===== src/rtl/datapath_pkg.sv =====
// Shared definitions for param_datapath: ALU opcodes, flag bit positions,
// BCD converter state encoding and the display digit-count check.
package datapath_pkg;

    typedef enum logic [3:0] {
        ALU_ADD  = 4'd0,
        ALU_SUB  = 4'd1,
        ALU_AND  = 4'd2,
        ALU_OR   = 4'd3,
        ALU_XOR  = 4'd4,
        ALU_NOT  = 4'd5,
        ALU_SHL  = 4'd6,
        ALU_SHR  = 4'd7,
        ALU_PASS = 4'd8,
        ALU_INC  = 4'd9,
        ALU_DEC  = 4'd10
    } alu_op_e;

    localparam int FLAG_Z = 0;
    localparam int FLAG_C = 1;
    localparam int FLAG_V = 2;
    localparam int FLAG_N = 3;

    typedef enum logic {
        BCD_IDLE  = 1'b0,
        BCD_SHIFT = 1'b1
    } bcd_state_e;

    // True when 'digits' decimal digits can show every unsigned data_w-bit value.
    function automatic bit bcd_digits_ok(input int data_w, input int digits);
        longint unsigned p10;
        p10 = 1;
        for (int i = 0; i < digits; i++) begin
            p10 = p10 * 10;
        end
        return p10 > ((longint'(1) << data_w) - 1);
    endfunction

endpackage


===== src/rtl/bcd_converter.sv =====
// Sequential double-dabble binary-to-BCD converter: one shift per cycle,
// result published after DATA_W shifts; a new start aborts any conversion.
module bcd_converter
    import datapath_pkg::*;
#(
    parameter int DATA_W     = 8,
    parameter int BCD_DIGITS = 3
) (
    input  logic                    clock,
    input  logic                    reset,
    input  logic                    start,
    input  logic [DATA_W-1:0]       value,
    output logic                    busy,
    output logic                    valid,
    output logic [4*BCD_DIGITS-1:0] digits
);

    localparam int BCD_W = 4 * BCD_DIGITS;
    localparam int CNT_W = (DATA_W > 1) ? $clog2(DATA_W) : 1;

    bcd_state_e        state_q;
    logic [DATA_W-1:0] sr_q;
    logic [BCD_W-1:0]  acc_q;
    logic [BCD_W-1:0]  acc_adj;
    logic [BCD_W-1:0]  acc_d;
    logic [CNT_W-1:0]  cnt_q;
    logic [BCD_W-1:0]  digits_q;
    logic              busy_q;
    logic              valid_q;

    always_comb begin
        acc_adj = acc_q;
        for (int i = 0; i < BCD_DIGITS; i++) begin
            if (acc_q[4*i +: 4] >= 4'd5) begin
                acc_adj[4*i +: 4] = acc_q[4*i +: 4] + 4'd3;
            end
        end
        acc_d = {acc_adj[BCD_W-2:0], sr_q[DATA_W-1]};
    end

    always_ff @(posedge clock) begin
        if (reset) begin
            state_q  <= BCD_IDLE;
            sr_q     <= '0;
            acc_q    <= '0;
            cnt_q    <= '0;
            digits_q <= '0;
            busy_q   <= 1'b0;
            valid_q  <= 1'b1;
        end else if (start) begin
            state_q <= BCD_SHIFT;
            sr_q    <= value;
            acc_q   <= '0;
            cnt_q   <= '0;
            busy_q  <= 1'b1;
            valid_q <= 1'b0;
        end else begin
            case (state_q)
                BCD_SHIFT: begin
                    acc_q <= acc_d;
                    sr_q  <= sr_q << 1;
                    cnt_q <= cnt_q + 1'b1;
                    // The final shift's accumulator goes straight to the display.
                    if (cnt_q == CNT_W'(DATA_W - 1)) begin
                        digits_q <= acc_d;
                        state_q  <= BCD_IDLE;
                        busy_q   <= 1'b0;
                        valid_q  <= 1'b1;
                    end
                end
                default: begin
                    state_q <= BCD_IDLE;
                end
            endcase
        end
    end

    assign busy   = busy_q;
    assign valid  = valid_q;
    assign digits = digits_q;

endmodule


===== src/rtl/param_datapath.sv =====
// Parametrised datapath: register file, inline ALU with flags, PC, MAR, IR and
// BCD display path. Define DATAPATH_BCD_EN to build the BCD converter.
module param_datapath
    import datapath_pkg::*;
#(
    parameter int DATA_W     = 8,
    parameter int REG_COUNT  = 4,
    parameter int ADDR_W     = 8,
    parameter int BCD_DIGITS = 3
) (
    input  logic                         clock,
    input  logic                         reset,
    input  logic [$clog2(REG_COUNT)-1:0] reg_sel,
    input  logic                         reg_write,
    input  logic                         reg_read,
    input  logic [3:0]                   alu_op,
    input  logic                         alu_latch,
    input  logic                         alu_grab,
    input  logic [DATA_W-1:0]            data_bus_in,
    output logic [DATA_W-1:0]            data_bus_out,
    input  logic                         pc_inc,
    input  logic                         pc_load,
    output logic [ADDR_W-1:0]            pc_count,
    input  logic                         mar_write,
    input  logic                         ir_write,
    output logic [ADDR_W-1:0]            mar_value,
    output logic [DATA_W-1:0]            ir_value,
    output logic [3:0]                   flags,
    output logic                         bcd_busy,
    output logic                         bcd_valid,
    output logic [4*BCD_DIGITS-1:0]      bcd_digits
);

    localparam int MSB = DATA_W - 1;

    if (!bcd_digits_ok(DATA_W, BCD_DIGITS)) begin : g_bad_digits
        $error("BCD_DIGITS too small to display every DATA_W-bit value");
    end
    if (ADDR_W > DATA_W) begin : g_bad_addr
        $error("ADDR_W must not exceed DATA_W");
    end

    logic [DATA_W-1:0] regs_q [REG_COUNT];
    logic [DATA_W-1:0] result_q;
    logic [3:0]        flags_q;
    logic [ADDR_W-1:0] pc_q;
    logic [ADDR_W-1:0] pc_d;
    logic [ADDR_W-1:0] mar_q;
    logic [DATA_W-1:0] ir_q;

    logic [DATA_W-1:0] op_a;
    logic [DATA_W-1:0] op_b;
    logic [DATA_W:0]   wide;
    logic [DATA_W-1:0] alu_res;
    logic              alu_c;
    logic              alu_v;
    logic [3:0]        flags_d;

    assign op_a = regs_q[reg_sel];
    assign op_b = data_bus_in;

    always_comb begin
        wide    = '0;
        alu_res = '0;
        alu_c   = 1'b0;
        alu_v   = 1'b0;
        case (alu_op)
            ALU_ADD: begin
                wide    = {1'b0, op_a} + {1'b0, op_b};
                alu_res = wide[MSB:0];
                alu_c   = wide[DATA_W];
                alu_v   = (op_a[MSB] == op_b[MSB]) && (alu_res[MSB] != op_a[MSB]);
            end
            ALU_SUB: begin
                // The extra top bit of the widened difference is the borrow (A < B).
                wide    = {1'b0, op_a} - {1'b0, op_b};
                alu_res = wide[MSB:0];
                alu_c   = wide[DATA_W];
                alu_v   = (op_a[MSB] != op_b[MSB]) && (alu_res[MSB] != op_a[MSB]);
            end
            ALU_AND:  alu_res = op_a & op_b;
            ALU_OR:   alu_res = op_a | op_b;
            ALU_XOR:  alu_res = op_a ^ op_b;
            ALU_NOT:  alu_res = ~op_a;
            ALU_SHL: begin
                alu_res = op_a << 1;
                alu_c   = op_a[MSB];
            end
            ALU_SHR: begin
                alu_res = op_a >> 1;
                alu_c   = op_a[0];
            end
            ALU_PASS: alu_res = op_b;
            ALU_INC: begin
                wide    = {1'b0, op_a} + (DATA_W+1)'(1);
                alu_res = wide[MSB:0];
                alu_c   = wide[DATA_W];
                alu_v   = !op_a[MSB] && alu_res[MSB];
            end
            ALU_DEC: begin
                wide    = {1'b0, op_a} - (DATA_W+1)'(1);
                alu_res = wide[MSB:0];
                alu_c   = wide[DATA_W];
                alu_v   = op_a[MSB] && !alu_res[MSB];
            end
            default: alu_res = '0;
        endcase
    end

    always_comb begin
        flags_d         = '0;
        flags_d[FLAG_Z] = (alu_res == '0);
        flags_d[FLAG_C] = alu_c;
        flags_d[FLAG_V] = alu_v;
        flags_d[FLAG_N] = alu_res[MSB];
    end

    always_comb begin
        pc_d = pc_q;
        if (pc_load) begin
            pc_d = data_bus_in[ADDR_W-1:0];
        end else if (pc_inc) begin
            pc_d = pc_q + 1'b1;
        end
    end

    always_ff @(posedge clock) begin
        if (reset) begin
            for (int i = 0; i < REG_COUNT; i++) begin
                regs_q[i] <= '0;
            end
            result_q <= '0;
            flags_q  <= '0;
            pc_q     <= '0;
            mar_q    <= '0;
            ir_q     <= '0;
        end else begin
            if (reg_write) regs_q[reg_sel] <= data_bus_in;
            if (alu_latch) begin
                result_q <= alu_res;
                flags_q  <= flags_d;
            end
            pc_q <= pc_d;
            if (mar_write) mar_q <= data_bus_in[ADDR_W-1:0];
            if (ir_write)  ir_q  <= data_bus_in;
        end
    end

    always_comb begin
        data_bus_out = '0;
        if (alu_grab) begin
            data_bus_out = result_q;
        end else if (reg_read) begin
            data_bus_out = regs_q[reg_sel];
        end
    end

    assign pc_count  = pc_q;
    assign mar_value = mar_q;
    assign ir_value  = ir_q;
    assign flags     = flags_q;

`ifdef DATAPATH_BCD_EN
    bcd_converter #(
        .DATA_W     (DATA_W),
        .BCD_DIGITS (BCD_DIGITS)
    ) u_bcd (
        .clock  (clock),
        .reset  (reset),
        .start  (alu_latch),
        .value  (alu_res),
        .busy   (bcd_busy),
        .valid  (bcd_valid),
        .digits (bcd_digits)
    );
`else
    assign bcd_busy   = 1'b0;
    assign bcd_valid  = 1'b0;
    assign bcd_digits = '0;
`endif

endmodule


===== config.mk =====
export PLATFORM = sky130hd
export DESIGN_NAME = param_datapath
export DESIGN_NICKNAME = d
export VERILOG_FILES = /design/src/rtl/datapath_pkg.sv /design/src/rtl/bcd_converter.sv /design/src/rtl/param_datapath.sv
export SDC_FILE = /design/constraint.sdc
export NUM_CORES = 1
export LEC_CHECK = 0
export ABC_AREA = 1
export CAP_MARGIN = 20
export CORE_ASPECT_RATIO = 0.75
export CORE_MARGIN = 2
export CORE_UTILIZATION = 50
export DETAILED_ROUTE_END_ITERATION = 6
export GPL_TIMING_DRIVEN = 0
export MAX_ROUTING_LAYER = met4
export PLACE_DENSITY = 0.75
export SYNTH_ARGS = -nofsm -noshare
export SYNTH_HDL_FRONTEND = slang
export SYNTH_SLANG_ARGS = --single-unit

===== constraint.sdc =====
create_clock -name clock -period 3.1 [get_ports clock]
set_input_delay 0.62 -clock clock [delete_from_list [all_inputs] [get_ports clock]]
set_output_delay 0.62 -clock clock [all_outputs]
set_load 0.005 [all_outputs]

# Word-level counts from Yosys, hierarchy flattened
# Memories as Yosys holds them, arrays and structs flattened.
# Index checks and enable logic that the tools add are counted.
# Widths: inputs -> output; s select.
[totals] mem_count=1 ramBits=32 input_bits=24 register_bits=36
[memory_table] name="regs_q" words=4 width=8 read_ports=1 rd_ports_with_merged_regs=0 write_ports=4 line_no="param_datapath.sv:43" rtl="logic [DATA_W-1:0] regs_q [REG_COUNT];"
[classes] n_addsub=5 bitwise_logic=4 n_eq_ne=14 n_mux=15 reduce_logical=10
[ops] cell="$pmux 8 s11" count=1
[ops] cell="$mux 8" count=5
[ops] cell="$eq 4x3->1 const B" count=4
[ops] cell="$eq 4x4->1 const B" count=3
[ops] cell="$add 8x1->9 const B" count=1
[ops] cell="$add 8x8->9" count=1
[ops] cell="$sub 8x1->9 const B" count=1
[ops] cell="$sub 8x8->9" count=1
[ops] cell="$add 8x1->8 const B" count=1
[ops] cell="$and 8x8->8" count=1
[ops] cell="$eq 4x2->1 const B" count=2
[ops] cell="$logic_not 8->1" count=1
[ops] cell="$not 8->8" count=1
[ops] cell="$or 8x8->8" count=1
[ops] cell="$reduce_or 8->1" count=1
[ops] cell="$xor 8x8->8" count=1
[ops] cell="$mux 1" count=6
[ops] cell="$pmux 1 s6" count=1
[ops] cell="$eq 4x1->1 const B" count=1
[ops] cell="$logic_and 1x1->1" count=4
[ops] cell="$logic_not 4->1" count=1
[ops] cell="$pmux 1 s4" count=1
[ops] cell="$ne 1x1->1" count=3
[ops] cell="$logic_not 1->1" count=2
[ops] cell="other kinds (3)" count=3

# Depth between registers and ports, before layout
# Gate-level depths: netlist of run 1.
[logic_depth] word_depth=5 mapped_depth=21

# Worst setup path before layout of run 1
# OpenSTA, ideal clock, no wires.
[synth_path] kind="input to register" startpoint="input port reg_sel[0]" endpoint="register flags_q[0] (netlist: flags[0])" arrival_ns=2.871 required_time_ns=3.033 setup_time_ns=0.067 setup_slack_ns=0.162 path_stages=18 path_cell_list="buf_6 -> buf_4 -> nand2_1 -> nand3_2 -> nand2_2 -> inv_1 -> ha_1 -> fa_1 -> xor2_1 -> a21oi_1 -> nand3_1 -> nor2_1 -> nand2_1 -> nor2_1 -> nand2_1 -> nor2_1 -> nand3_1 -> a21oi_2"
[synth_between] elab_chain_len=4 elab_cells_between_ends=11 cone_classes="add/sub (4); mux (1); bitwise (4); reduce/logical (1); memory (1)"
[synth_lines] item="from (decl)" line_no="param_datapath.sv:13" rtl="input logic [$clog2(REG_COUNT)-1:0] reg_sel,"
[synth_lines] item="$mem_v2 4x8 *"
[synth_lines] item="$sub 8x1->9 (tied with other cells)" line_no="param_datapath.sv:101" rtl="wide = {1'b0, op_a} - (DATA_W+1)'(1);"
[synth_lines] item="$pmux 8 s11 *" line_no="param_datapath.sv:67" rtl="case (alu_op)"
[synth_lines] item="$logic_not 8->1 *" line_no="param_datapath.sv:112" rtl="flags_d[FLAG_Z] = (alu_res == '0);"
[synth_lines] item="to (signal assigned)" line_no="param_datapath.sv:141" rtl="flags_q <= flags_d;"
[synth_lines] item="to (decl)" line_no="param_datapath.sv:45" rtl="logic [3:0] flags_q;"
# Mark *: on every way between the ends. The rest lies on a longest branch, timed or not.
# A chain may end at the register's enable or synchronous reset.

# Worst setup path after layout of run 1
[layout_path] startpoint="input port data_bus_in[5]" endpoint="register flags_q[0] (netlist: flags[0])"
[layout_between] elab_chain_len=3 elab_cells_between_ends=7 cone_classes="add/sub (2); mux (1); bitwise (3); reduce/logical (1)"
[layout_lines] item="from (decl)" line_no="param_datapath.sv:19" rtl="input logic [DATA_W-1:0] data_bus_in,"
[layout_lines] item="$sub 8x8->9 (tied with other cells)" line_no="param_datapath.sv:76" rtl="wide = {1'b0, op_a} - {1'b0, op_b};"
[layout_lines] item="$pmux 8 s11 *" line_no="param_datapath.sv:67"
[layout_lines] item="$logic_not 8->1 *" line_no="param_datapath.sv:112"
# Marks and branches as above.

==> results of run 1 <==
## layer usage
layer | GRT usage, % | part of all wire, %
met1 | 42.2 | 45
met2 | 49.1 | 45
met3 | 5.56 | 8.7
met4 | 5.98 | 0.96
met5 | - | 0
## where the power goes
| group | total, mW | internal, mW | leakage (nW) | switching (mW) |
|---|---|---|---|---|
| clock | 1.04 | 0.670 | 0.148 | 0.374 |
| sequential | 1.02 | 0.993 | 0.601 | 0.0315 |
| combinational | 0.775 | 0.293 | 2.06 | 0.482 |
## worst max-delay path, stage by stage
cell	delay, ns
clkdlybuf4s50_1	0.52
inv_1	0.37
ha_2	0.44
nor2_1	0.25
inv_1	0.07
o21a_1	0.22
nand2_1	0.09
nand2_1	0.06
nand3_1	0.07
nand4_1	0.19
nor2_1	0.15
nand3_1	0.09
a21oi_2	0.12
## kinds of logic after synthesis
group           share of synthesized area [%]
fa+ha+maj                                8.56
compound gates                           11.3
buf+inv                                  11.2
xor+xnor                                 1.58
flops                                    33.2
other cells                            0.0750
simple gates                             34.0
## area by class of cell
| cell class | instances | area, um2 | area share (%) |
|---|---|---|---|
| plain buffers | 33 | 243 | 3.91 |
| repair buffers | 67 | 648 | 10.4 |
| well taps | 132 | 165 | 2.66 |
| inverters | 81 | 334 | 5.38 |
| flip-flops and latches | 67 | 1660 | 26.8 |
| clock inverters | 4 | 48.8 | 0.786 |
| clock buffers | 12 | 258 | 4.15 |
| multi-input cells | 545 | 2850 | 45.9 |
## per-stage QoR
stage | area, um2 | power, mW | hold WS, ns | cells
2_1_floorplan | 5050 | 1.50 | 0.440 | 727
3_3_place_gp | 5780 | 1.76 | 0.457 | 916
3_5_place_dp | 5790 | 1.77 | 0.458 | 917
4_1_cts | 6110 | 2.81 | 0.467 | 932
5_1_grt | 6210 | 2.98 | 0.496 | 941
6_report | 6210 | 2.84 | 0.466 | 941
## sequential cells by signal, summed over array words and instances (netlist names)
signal     flops
result_q       8
ir_value       8
pc_count       8
flags          3
mar_value      8
regs_q        32
## worst max path at each step
stage / from / endpoint / cells past startpoint
4_1_cts: reg_sel[0] / flags[0] / 20
3_3_place_gp: data_bus_in[5] / flags[0] / 14
2_1_floorplan: reg_sel[0] / flags[0] / 18
3_5_place_dp: data_bus_in[2] / flags[0] / 16
6_report: data_bus_in[5] / flags[0] / 13
5_1_grt: reg_sel[0] / flags[0] / 19
## synthesized netlist by cell type, drive strengths merged, types with 3 or more instances
cell type    n
nand2      188
nor2       106
inv         74
nand3       69
o21ai       41
a21oi       40
dfxtp       35
edfxtp      32
ha          31
buf         25
nand4       14
clkbuf       9
xor2         8
clkinv       7
o22ai        7
nand3b       4
nor3         4
o21a         3
## timing repair
action,in CTS,in global routing
endpoints found under the setup margin,2,5
resized for setup,5,12
pin swaps,0,1
buffers inserted,0,9
==> out/qor.yml, run 1 <==
outcome:
  status: "finished clean"
timing:
  slew-limit-headroom_pct: 46.6
  fin_crit_sh_pct: 96.9
  period_needed_ns: 3.00
  worst_pin_slew_ns: 0.799
  max_freq_mhz: 333
  fin_tns_setup_ns: 0
  rsz0062_at_grt: "no"
  report.final.hold_viol_count: 0
  worst_slack_ns: 0.0953
  skew_ns: 0.00346
  report.final.slew_viol_count: 0
  setup_viol: 0
synthesis:
  async_reset_ff_share_pct: 0
  yosys_warnings: 0
  yosysUniqueCellTypes: 42
  ys_ff_latch: 67
  synth_edf_count: 32
  seq_area_frac_synth_pct: 33.2
  synthesis.area_um2: 5000
  synth_flop_cell: "dfxtp_1"
  synth_area_leaders: "edfxtp_1 19%, dfxtp_1 14%, nand2_1 13%, nor2_1 7.8%, ha_1 7.8%"
  netlist.area_leader.share_pct: 19.2
  syn_area_per_cell_um2: 7.00
  netlist.top_cell.by_area: "edfxtp_1"
  synth_cells: 714
cells_and_area:
  finalNetCount: 861
  final_cell_mix: "178 x nand2_1, 102 x nor2_1, 66 x inv_1"
  drive_gt1_share_pct: 11.4
  layout_commonest_cell: "nand2_1"
  area_growth_pct: 24.2
  diodes: 0
  final_util_pct: 64.0
  fillers: 892
global_routing:
  grt_pass1_wl_um: 25300
  grt_pass1_vias: 4933
  grt.total_usage_pct: 31.1
  grt_start_max_net_pins: 13
  grt_antenna_before_repair: 0
  overflow: 0
die:
  die_h_um: 90.6
  core_area_um2: 9700
  start_util_pct: 51.6
  row_count: 31
  die_area_um2: 10800
  die_x_um: 119
  io_pins: 74
setup_path:
  required_ns: 3.36
  reg2reg_slack_ns: 0.34
  worstSetupEndpointType: "flip-flop"
  worstPathArrival_ns: 3.26
  worst-path-max-fanout: 9
  startpoint_type: "input pin"
  rr_startpoint: "regs_q[0][2]"
  r2r_end: "flags[0]"
  reg2reg_depth: 18
  critPathKind: "input pin to flip-flop"
cts:
  cts_max_path_buffers: 2
  clk_latency_ns: 0.33
  cts_htree_levels: 3
  clk_pin_slew_worst_paths_ns: 0.05
  cts_tree: "yes"
  cts_sinks: 67
  cts_buffers: 9
  root_buffer: "clkbuf_16"
  cts.hold.buffers_added: 0
min_path:
  min_from: "flags[2]"
  hold_path_depth: 2
  holdPathEnd: "flags[2]"
  worst_hold_path_type: "flip-flop to flip-flop"
drt:
  routedWlPerCell_um: 16.8
  vias_per_cell: 5.39
  dr.first_iter.drc_count: 451
  route.detailed.drc: 0
  vias: 5072
  first_pass_iters: 5
  antenna_left: 0
  routed_wl_um: 15800
job:
  drv_cap: 0
place:
  dp_hpwl_um: 12000
  dpl_worst_slack_ns: -0.462
  place.gp.congestion: 0.979
  port_buffers: 57
power:
  leakage_nw: 2.81
  vdd_drop_max_uv: 296
  p_per_area_nw_per_um2: 458
Note: power is estimated with default switching activity, not from simulation.
==> inputs of run 2 (changes only) <==
Settings changed: HOLD_SLACK_MARGIN from default to 0.03, SYNTH_HIERARCHICAL from default to 1.
==> results of run 2 <==
The final DEF is identical to that of run 1; final timing and power are the same.
Among the figures that moved: Yosys warning count 0 -> 6
==> inputs of run 3 (changes only) <==
Settings changed: CORE_MARGIN 2 to 3, PLACE_DENSITY 0.75 to 0.77.
==> out/qor.yml, run 3 <==
setup_path:
  worst-path-max-fanout: 9
  reg2reg_depth: 18
  required_ns: 3.37
  critPathKind: "input pin to flip-flop"
  worstSetupEndpointType: "flip-flop"
  worstPathArrival_ns: 3.32
  startpoint_type: "input pin"
cells_and_area:
  drive_gt1_share_pct: 10.8
  layout_commonest_cell: "nand2_1"
  largest_reg_flops: 32
  finalNetCount: 860
  diodes: 0
  fin_area_um2: 6170
  fillers: 856
  final_cell_mix: "179 x nand2_1, 104 x nor2_1, 67 x inv_1"
  top_register: "regs_q"
  area_growth_pct: 23.5
synthesis:
  yosys-top-cells-count: "179 x nand2_1, 104 x nor2_1, 69 x inv_1, 57 x nand3_1, 39 x a21oi_1"
  netlist.area_leader.share_pct: 19.2
  synth_area_leaders: "edfxtp_1 19%, dfxtp_1 14%, nand2_1 13%, nor2_1 7.8%, ha_1 7.8%"
  synth_mux_area_share_pct: 0
  async_reset_ff_share_pct: 0
  yosys_warnings: 6
  synth_xor_xnor_area_share_pct: 1.58
  synth-adder-area-share_pct: 8.56
  synthesis.area_um2: 5000
  netlist.top_cell.by_area: "edfxtp_1"
  synth_top_family_by_area: "simple AND/OR/NAND/NOR gates"
  synth.most_common_cell: "nand2_1"
  seq_area_frac_synth_pct: 33.2
  synth_simple_gate_area_share_pct: 34.0
  yosysUniqueCellTypes: 42
  syn_area_per_cell_um2: 7.00
  ys_ff_latch: 67
  synth_cells: 714
  synth_edf_count: 32
  synth_flop_cell: "dfxtp_1"
  synth_compound_area_share_pct: 11.3
cts:
  root_buffer: "clkbuf_16"
  cts_sinks: 67
  cts_max_path_buffers: 2
  clk_latency_ns: 0.33
  cts_htree_levels: 3
  clk_pin_slew_worst_paths_ns: 0.06
  cts_buffers: 9
  cts_tree: "yes"
  cts.hold.buffers_added: 0
drt:
  routed_wl_um: 16000
  route.detailed.drc: 0
  vias: 5147
  vias_per_cell: 5.50
  dr.first_iter.drc_count: 591
  first_pass_iters: 5
  antenna_left: 0
  routedWlPerCell_um: 17.1
timing:
  rsz0062_at_grt: "yes"
  period_needed_ns: 3.05
  fin_tns_setup_ns: 0
  slew-limit-headroom_pct: 48.7
  skew_ns: 0.00688
  report.final.slew_viol_count: 0
  fin_crit_sh_pct: 98.5
  setup_viol: 0
  max_freq_mhz: 327
  report.final.hold_viol_count: 0
  worst_pin_slew_ns: 0.766
global_routing:
  grt_pass1_vias: 4748
  overflow: 0
  grt_antenna_before_repair: 0
  grt_pass1_wl_um: 24900
  grt.total_usage_pct: 29.5
  grt_start_max_net_pins: 13
place:
  dpl-instance-area_um2: 5780
  dp_hpwl_um: 12000
  port_buffers: 57
  place.gp.congestion: 1.00
min_path:
  hold_path_depth: 2
  worst_hold_path_type: "flip-flop to flip-flop"
die:
  die_h_um: 92.6
  start_util_pct: 53.3
  die_area_um2: 11200
  die_x_um: 121
  row_count: 30
  io_pins: 74
  core_area_um2: 9380
outcome:
  status: "finished clean"
power:
  leakage_nw: 2.79
  vdd_drop_max_uv: 320
  p_per_area_nw_per_um2: 455
job:
  drv_cap: 0
==> run 3: per-stage QoR <==
| stage | setup WS [ns] | cells | hold slack [ns] | utilization [%] | power, mW |
|---|---|---|---|---|---|
| after floorplan | 0.162 | 727 | 0.440 | - | 1.50 |
| after global placement | -0.526 | 912 | 0.454 | 61.6 | 1.75 |
| after detailed placement | -0.551 | 912 | 0.462 | 61.6 | 1.76 |
| after CTS | 0.0205 | 927 | 0.476 | 64.8 | 2.78 |
| after global routing | -0.0662 | 936 | 0.492 | 65.8 | 2.95 |
| final | 0.0454 | 936 | 0.472 | 65.8 | 2.81 |
==> run 3: worst max-delay path, stage by stage <==
cell and delay (ns):
clkdlybuf4s50_1 0.65, clkinvlp_4 0.22, ha_1 0.30, buf_2 0.21, inv_1 0.10, a21oi_1 0.24, o21a_1 0.25, nand3_1 0.10
nand3_1 0.09, nand4_1 0.17, nor2_1 0.15, nand3_1 0.10, a21oi_2 0.12
==> run 3: cell families after synthesis <==
| family | count (synthesis) |
|---|---|
| AO/OA/AOI/OAI | 103 |
| XOR/XNOR | 9 |
| adder cells (fa/ha/maj) | 33 |
| buffers and inverters | 115 |
| flip-flops | 67 |
| other | 1 |
| AND/OR/NAND/NOR | 386 |
==> run 3: layout make-up <==
class                   instances  area [um2]  share of cell area (%)
flip-flops and latches         67        1660                    26.9
plain buffers                  33         243                    3.93
multi-input cells             545        2840                    46.0
inverters                      81         334                    5.41
repair buffers                 66         636                    10.3
well taps                     128         160                    2.59
clock buffers                  13         283                    4.58
clock inverters                 3        18.8                   0.304
==> run 3: path summary, 6_finish.rpt <==
| path | slack [ns] | end | from |
|---|---|---|---|
| max | 0.05 | flags[0] | data_bus_in[4] |
| min | 0.47 | result_q[5] | result_q[5] |
| max reg2reg | 0.29 | flags[0] | regs_q[0][2] |
| min reg2reg | 0.47 | result_q[5] | result_q[5] |
==> run 3: power breakdown <==
part | internal, mW | switching [mW]
combinational | 0.292 | 0.479
sequential | 0.993 | 0.0309
clock | 0.638 | 0.377
total | 1.92 | 0.887
==> run 3: what timing repair did <==
action                                  in CTS  in global routing
endpoints found under the setup margin       2                  7
resized for setup                            3                  9
pin swaps                                    0                  1
setup buffers                                0                  8
==> run 3: routing by layer <==
layer	routed length, um	track usage (%)	part of all wire (%)	up-vias
li1	-	-	-	2487
met1	7440	42.4	47	2344
met2	6640	41.8	42	282
met3	1570	5.92	9.9	34
met4	315	8.58	2.0	0
met5	0	-	0	-
==> variant 1 (settings of run 3) <==
Register the output `data_bus_out`, cleared by the reset; this adds one clock of latency there. The other outputs are not delayed to match.
--- a/src/rtl/param_datapath.sv
+++ b/src/rtl/param_datapath.sv
@@ -32,6 +32,8 @@
 );
 
     localparam int MSB = DATA_W - 1;
+
+    logic [DATA_W-1:0] data_bus_d;
 
     if (!bcd_digits_ok(DATA_W, BCD_DIGITS)) begin : g_bad_digits
         $error("BCD_DIGITS too small to display every DATA_W-bit value");
@@ -147,11 +149,11 @@
     end
 
     always_comb begin
-        data_bus_out = '0;
+        data_bus_d = '0;
         if (alu_grab) begin
-            data_bus_out = result_q;
+            data_bus_d = result_q;
         end else if (reg_read) begin
-            data_bus_out = regs_q[reg_sel];
+            data_bus_d = regs_q[reg_sel];
         end
     end
 
@@ -179,5 +181,13 @@
     assign bcd_digits = '0;
 `endif
 
+    always_ff @(posedge clock) begin
+        if (reset) begin
+            data_bus_out <= '0;
+        end else begin
+            data_bus_out <= data_bus_d;
+        end
+    end
+
 endmodule
 
Behaviour: not the same (Yosys sat finds a counterexample within 4 cycles, from zero or initial values and one cycle with reset high).
==> variant 1 against run 3 <==
  * Sequential cell count grew 8
  * Fmax increased by 3.4%
  * Worst setup slack better by 0.099 ns
  * Area after synthesis is 3.2% higher
  * Total power increased by 4.6%
  * Wire length decreased by 0.48%
  * Highest routed layer unchanged
  * Design area rose by 2.9%
  * Hold slack worse by 0.015 ns
  * Sequential share of layout area up 1.8 points
  * First-iteration DRC count is 7.8% higher
  * Non-clock buffer count is 4 lower
==> variant 1: results (changes against run 3) <==
Outcome
The run finished with clean final reports.

Layout
The fraction of final layout cells with drive strength greater than 1 is 0.1164 (+0.008690). The net count reported at finish was 877 (+2.0%).

Placed design
The instance area at placement is 5918 sq um (+2.4%). The number of cells after detailed placement is 936 (+2.6%).

Power and ir drop
The leakage dissipation came to 2.893 nW (+3.6%). The worst IR drop on VDD is 0.0002700 V (-16%). The total net switching power is 0.0009621 W (+8.5%).

Yosys
The compound-gate portion of the synthesized area is 0.1133 (about the same). The adder and majority cell fraction of the synthesized area is 0.08295 (-0.002636). The sequential share of the synthesized area is 0.3531 (+0.02081).

By area the synthesized netlist is led by edfxtp_1 (19%), dfxtp_1 (17%), nand2_1 (14%), ha_1 (7.5%), nor2_1 (7.3%).

Detailed routing
The routed length on met3 is 1.834 mm (+17%). The met2 wire length is 6.656 mm (+0.23%). The total via count in the routed design is 5260 (+2.2%).

Worst setup path
Among cell families on the critical path, the largest total delay comes from simple AND/OR/NAND/NOR gates. The worst reg-to-reg setup slack is 0.37 ns (+0.08 ns). The delay of the slowest critical-path stage is 0.68 ns (+0.03 ns).

GRT
The first-pass GRT wire length is 25.01 mm (+0.41%). The routing usage on met1 is 0.4215 (-0.002543). The met3 global-route usage is 0.06562 (+0.006405). The largest net degree at the start of global routing is 16 (+3).

Min path
The hold path startpoint is result_q[0]$_SDFFE_PP0P_. The hold-critical path endpoint is data_bus_out[0]$_SDFF_PP0_.

STA
The worst hold slack is 0.4569 ns (-0.01494 ns). The worst clock skew is 0.004724 ns (-0.002157 ns). The final worst-path cycle share came to 0.9534 (-0.03195).
==> variant 1: changes by cell type after synthesis, sizes merged, moves of 4 or more <==
cell | before | now
dfxtp | 35 | 43
inv | 74 | 70
nand2 | 188 | 208
a21oi | 40 | 48
o22ai | 7 | 2
clkbuf | 9 | 13
nand4 | 14 | 10
==> variant 1: cells by family after synthesis <==
logic type	count (synthesis)
buf+inv	110
xor+xnor	10
flops	75
compound gates	109
fa+ha+maj	33
simple gates	398
other cells	1
==> variant 1: power by group through the flow <==
stage	Clock, W	Sequential, W	Combinational, W
finish	0.00105	0.00113	0.000752
floorplan	0	0.00115	0.000444
global route	0.00111	0.00114	0.000826
CTS	0.00105	0.00113	0.000720
detailed placement	0	0.00115	0.000696
global placement	0	0.00115	0.000683
==> variant 1: tightest hold or removal path: cells and delay by family (launching register included) <==
kind | cells | cell delay, ns
compound gates | 1 | 0.06
flops | 1 | 0.31
simple gates | 1 | 0.05
==> variant 1: area by class of cell <==
| cell class | instances | area [sq um] |
|---|---|---|
| fillers | 883 | 3500 |
| clock inverters | 6 | 51.30 |
| well taps | 132 | 165.2 |
| multi-input cells | 564 | 2928 |
| flip-flops and latches | 75 | 1822 |
| repair buffers | 61 | 594.3 |
| plain buffers | 34 | 236.5 |
| clock buffers | 10 | 250.2 |
| inverters | 75 | 305.3 |
==> variant 1: per-stage QoR <==
stage	util	power, W
3_3_place_gp	0.6002	0.001833
3_5_place_dp	0.6007	0.001848
6_report	0.6448	0.002938
4_1_cts	0.6383	0.002904
5_1_grt	0.6448	0.003076
2_1_floorplan	-	0.001593
==> variant 1: repair_timing <==
item,4_1_cts,5_1_grt
pin swaps,1,1
buffers inserted,2,4
resized for setup,21,12
endpoints found under the setup margin,10,5
==> variant 2 (flow settings as in run 3) <==
Without the edit above. Add a define of `DATAPATH_BCD_EN`.
--- a/src/rtl/param_datapath.sv
+++ b/src/rtl/param_datapath.sv
@@ -1,5 +1,7 @@
 // Parametrised datapath: register file, inline ALU with flags, PC, MAR, IR and
 // BCD display path. Define DATAPATH_BCD_EN to build the BCD converter.
+`define DATAPATH_BCD_EN
+
 module param_datapath
     import datapath_pkg::*;
 #(
Function: changed (a bounded check fails within 4 cycles, from zero or initial values and one cycle with reset high).
==> variant 2 against run 3 <==
  * Sequential cell count increased by 38
  * Fmax increased by 2.8%
  * Wire length increased by 24%
  * Count of clock-buffer cells in the layout decreased by 4
  * Synthesized cell count increased by 40%
  * Area after synthesis increased by 37%
  * Worst setup slack improved by 0.083 ns
  * Total power increased by 30%
  * Hold slack got worse by 0.018 ns
  * Design area increased by 33%
  * First-iteration DRC count increased by 35%
  * Global-route usage decreased by 1.9 points
  * Largest cell class unchanged
==> variant 2: results (changes against run 3) <==
Layout
The fraction of final layout cells with drive strength greater than 1 is 0.09332 (-0.01435). The non-filler instance count after layout is 1264 (+35%). The number of filler cells placed in the layout is 1226 (+43%).

Clock tree
The post-CTS repair timing setup buffer count was 1 (+1). The clock latency of the later-clocked register in the worst-skew pair is 0.35 ns (+0.02 ns). The number of cells upsized or downsized after cts came to 10 (+7). The clock slew at the register clock pins of the worst setup and hold paths is 0.08 ns (+0.02 ns).

Yosys
The post-synthesis instance total is 1000 (+40%). The count of flip-flops with a built-in enable after synthesis was 32 (unchanged). The total of warnings raised by yosys is 6 (unchanged). Sorting the synthesized cells by how often they occur yields nand2_1 (286), inv_1 (123), nor2_1 (107). The sequential share of the synthesized area is 0.3531 (+0.02076). The adder and majority cell fraction of the synthesized area is 0.07697 (-0.008620). The post-synthesis share of cell area spent on xor and xnor gates is 0.008937 (-0.006829). The compound-gate portion of the synthesized area is 0.1154 (+0.002084). The count of unique library cells instantiated by Yosys is 43 (+2.4%).

Worst setup path
The critical path ends at u_bcd/sr_q[6]$_SDFFE_PP0P_. The delay of the slowest critical-path stage is 0.42 ns (-0.23 ns). The arrival time of the worst setup path is 3.22 ns (-0.10 ns). The slowest stage of the critical path belongs to the cell ha_2.

The startpoint of the most critical register-to-register path is regs_q[2][0]$_SDFFCE_PN0P_. The top fanout value on the critical path was 11 (+2). The worst reg2reg path depth was 16 (-2). The cell class contributing the biggest share of worst-path delay is simple AND/OR/NAND/NOR gates. The startpoint of the worst setup timing path is reg_sel[1].

Power and ir drop
The worst IR drop on VDD is 0.0003325 V (+3.8%). The power consumed by sequential cells is 0.00154 W (+51%). The power density normalized to cell area was 443.3 nW/um^2 (-2.6%). The reported clock group power is 0.00121 W (+19%). The leakage dissipation is 3.918 nW (+40%). The switching share of power is 0.3235 (+0.007707).

Placed design
The detailed placer's ending HPWL came to 14.75 mm (+23%). The routability-driven placement congestion ratio is 1.007 (+0.59%). The port buffer count is 72 (+26%). The number of cells after detailed placement is 1244 (+36%). The pre-CTS worst setup slack is -0.7541 ns (-0.2026 ns).

Min path
For hold timing, the worst endpoint is u_bcd/digits[10]$_SDFFE_PP0P_. The hold path startpoint is u_bcd/digits[10]$_SDFFE_PP0P_.

GRT
The largest net degree at the start of global routing is 20 (+7). The combined global-route utilization of all metal layers is 0.2757 (-0.01894). The first-pass GRT wire length came to 32.26 mm (+29%). The number of global-route vias before repair came to 6361 (+34%).

STA
The final critical delay including setup and external delays was 2.971 ns (-0.08309 ns). The relative slew slack came to 0.4607 (-0.02644). The worst clock skew was 0.006954 ns (+0.00007366 ns).

Outcome
The flow ran to the end, and the final reports show no timing, DRC or antenna violations.

Detailed routing
The iteration count of the initial detailed-routing pass is 6 (+1). The initial detailed-routing violation count was 800 (+35%). The total via count in the routed design is 6866 (+33%). The final routed wirelength across all metal layers is 19.84 mm (+24%).
==> variant 2: per-layer routing <==
| metal | vias to the layer above | track usage | routed length, um |
|---|---|---|---|
| met2 | 365 | 0.3916 | 7912 |
| li1 | 3388 | - | - |
| met3 | 39 | 0.06883 | 2419 |
| met4 | 0 | 0.06777 | 388 |
| met1 | 3074 | 0.3942 | 9117 |
| met5 | - | - | 0 |
==> variant 2: cell families (layout without fill, tap and decap cells) <==
kind of cell	count (synthesis)	in the layout
XOR/XNOR	7	7
AND/OR/NAND/NOR	534	534
flip-flops	105	105
adder cells (fa/ha/maj)	41	41
buffers and inverters	165	258
AO/OA/AOI/OAI	148	148
==> variant 2: area by class of cell <==
type	count	area, sq um	area share
Buffer	27	210.2	0.02554
Clock buffer	9	225.2	0.02736
Inverter	138	531.8	0.06460
Clock inverter	7	87.58	0.01064
Timing Repair Buffer	77	762.0	0.09257
Multi-Input combinational cell	730	3779	0.4590
Sequential cell	105	2422	0.2943
Tap cell	171	214.0	0.02599
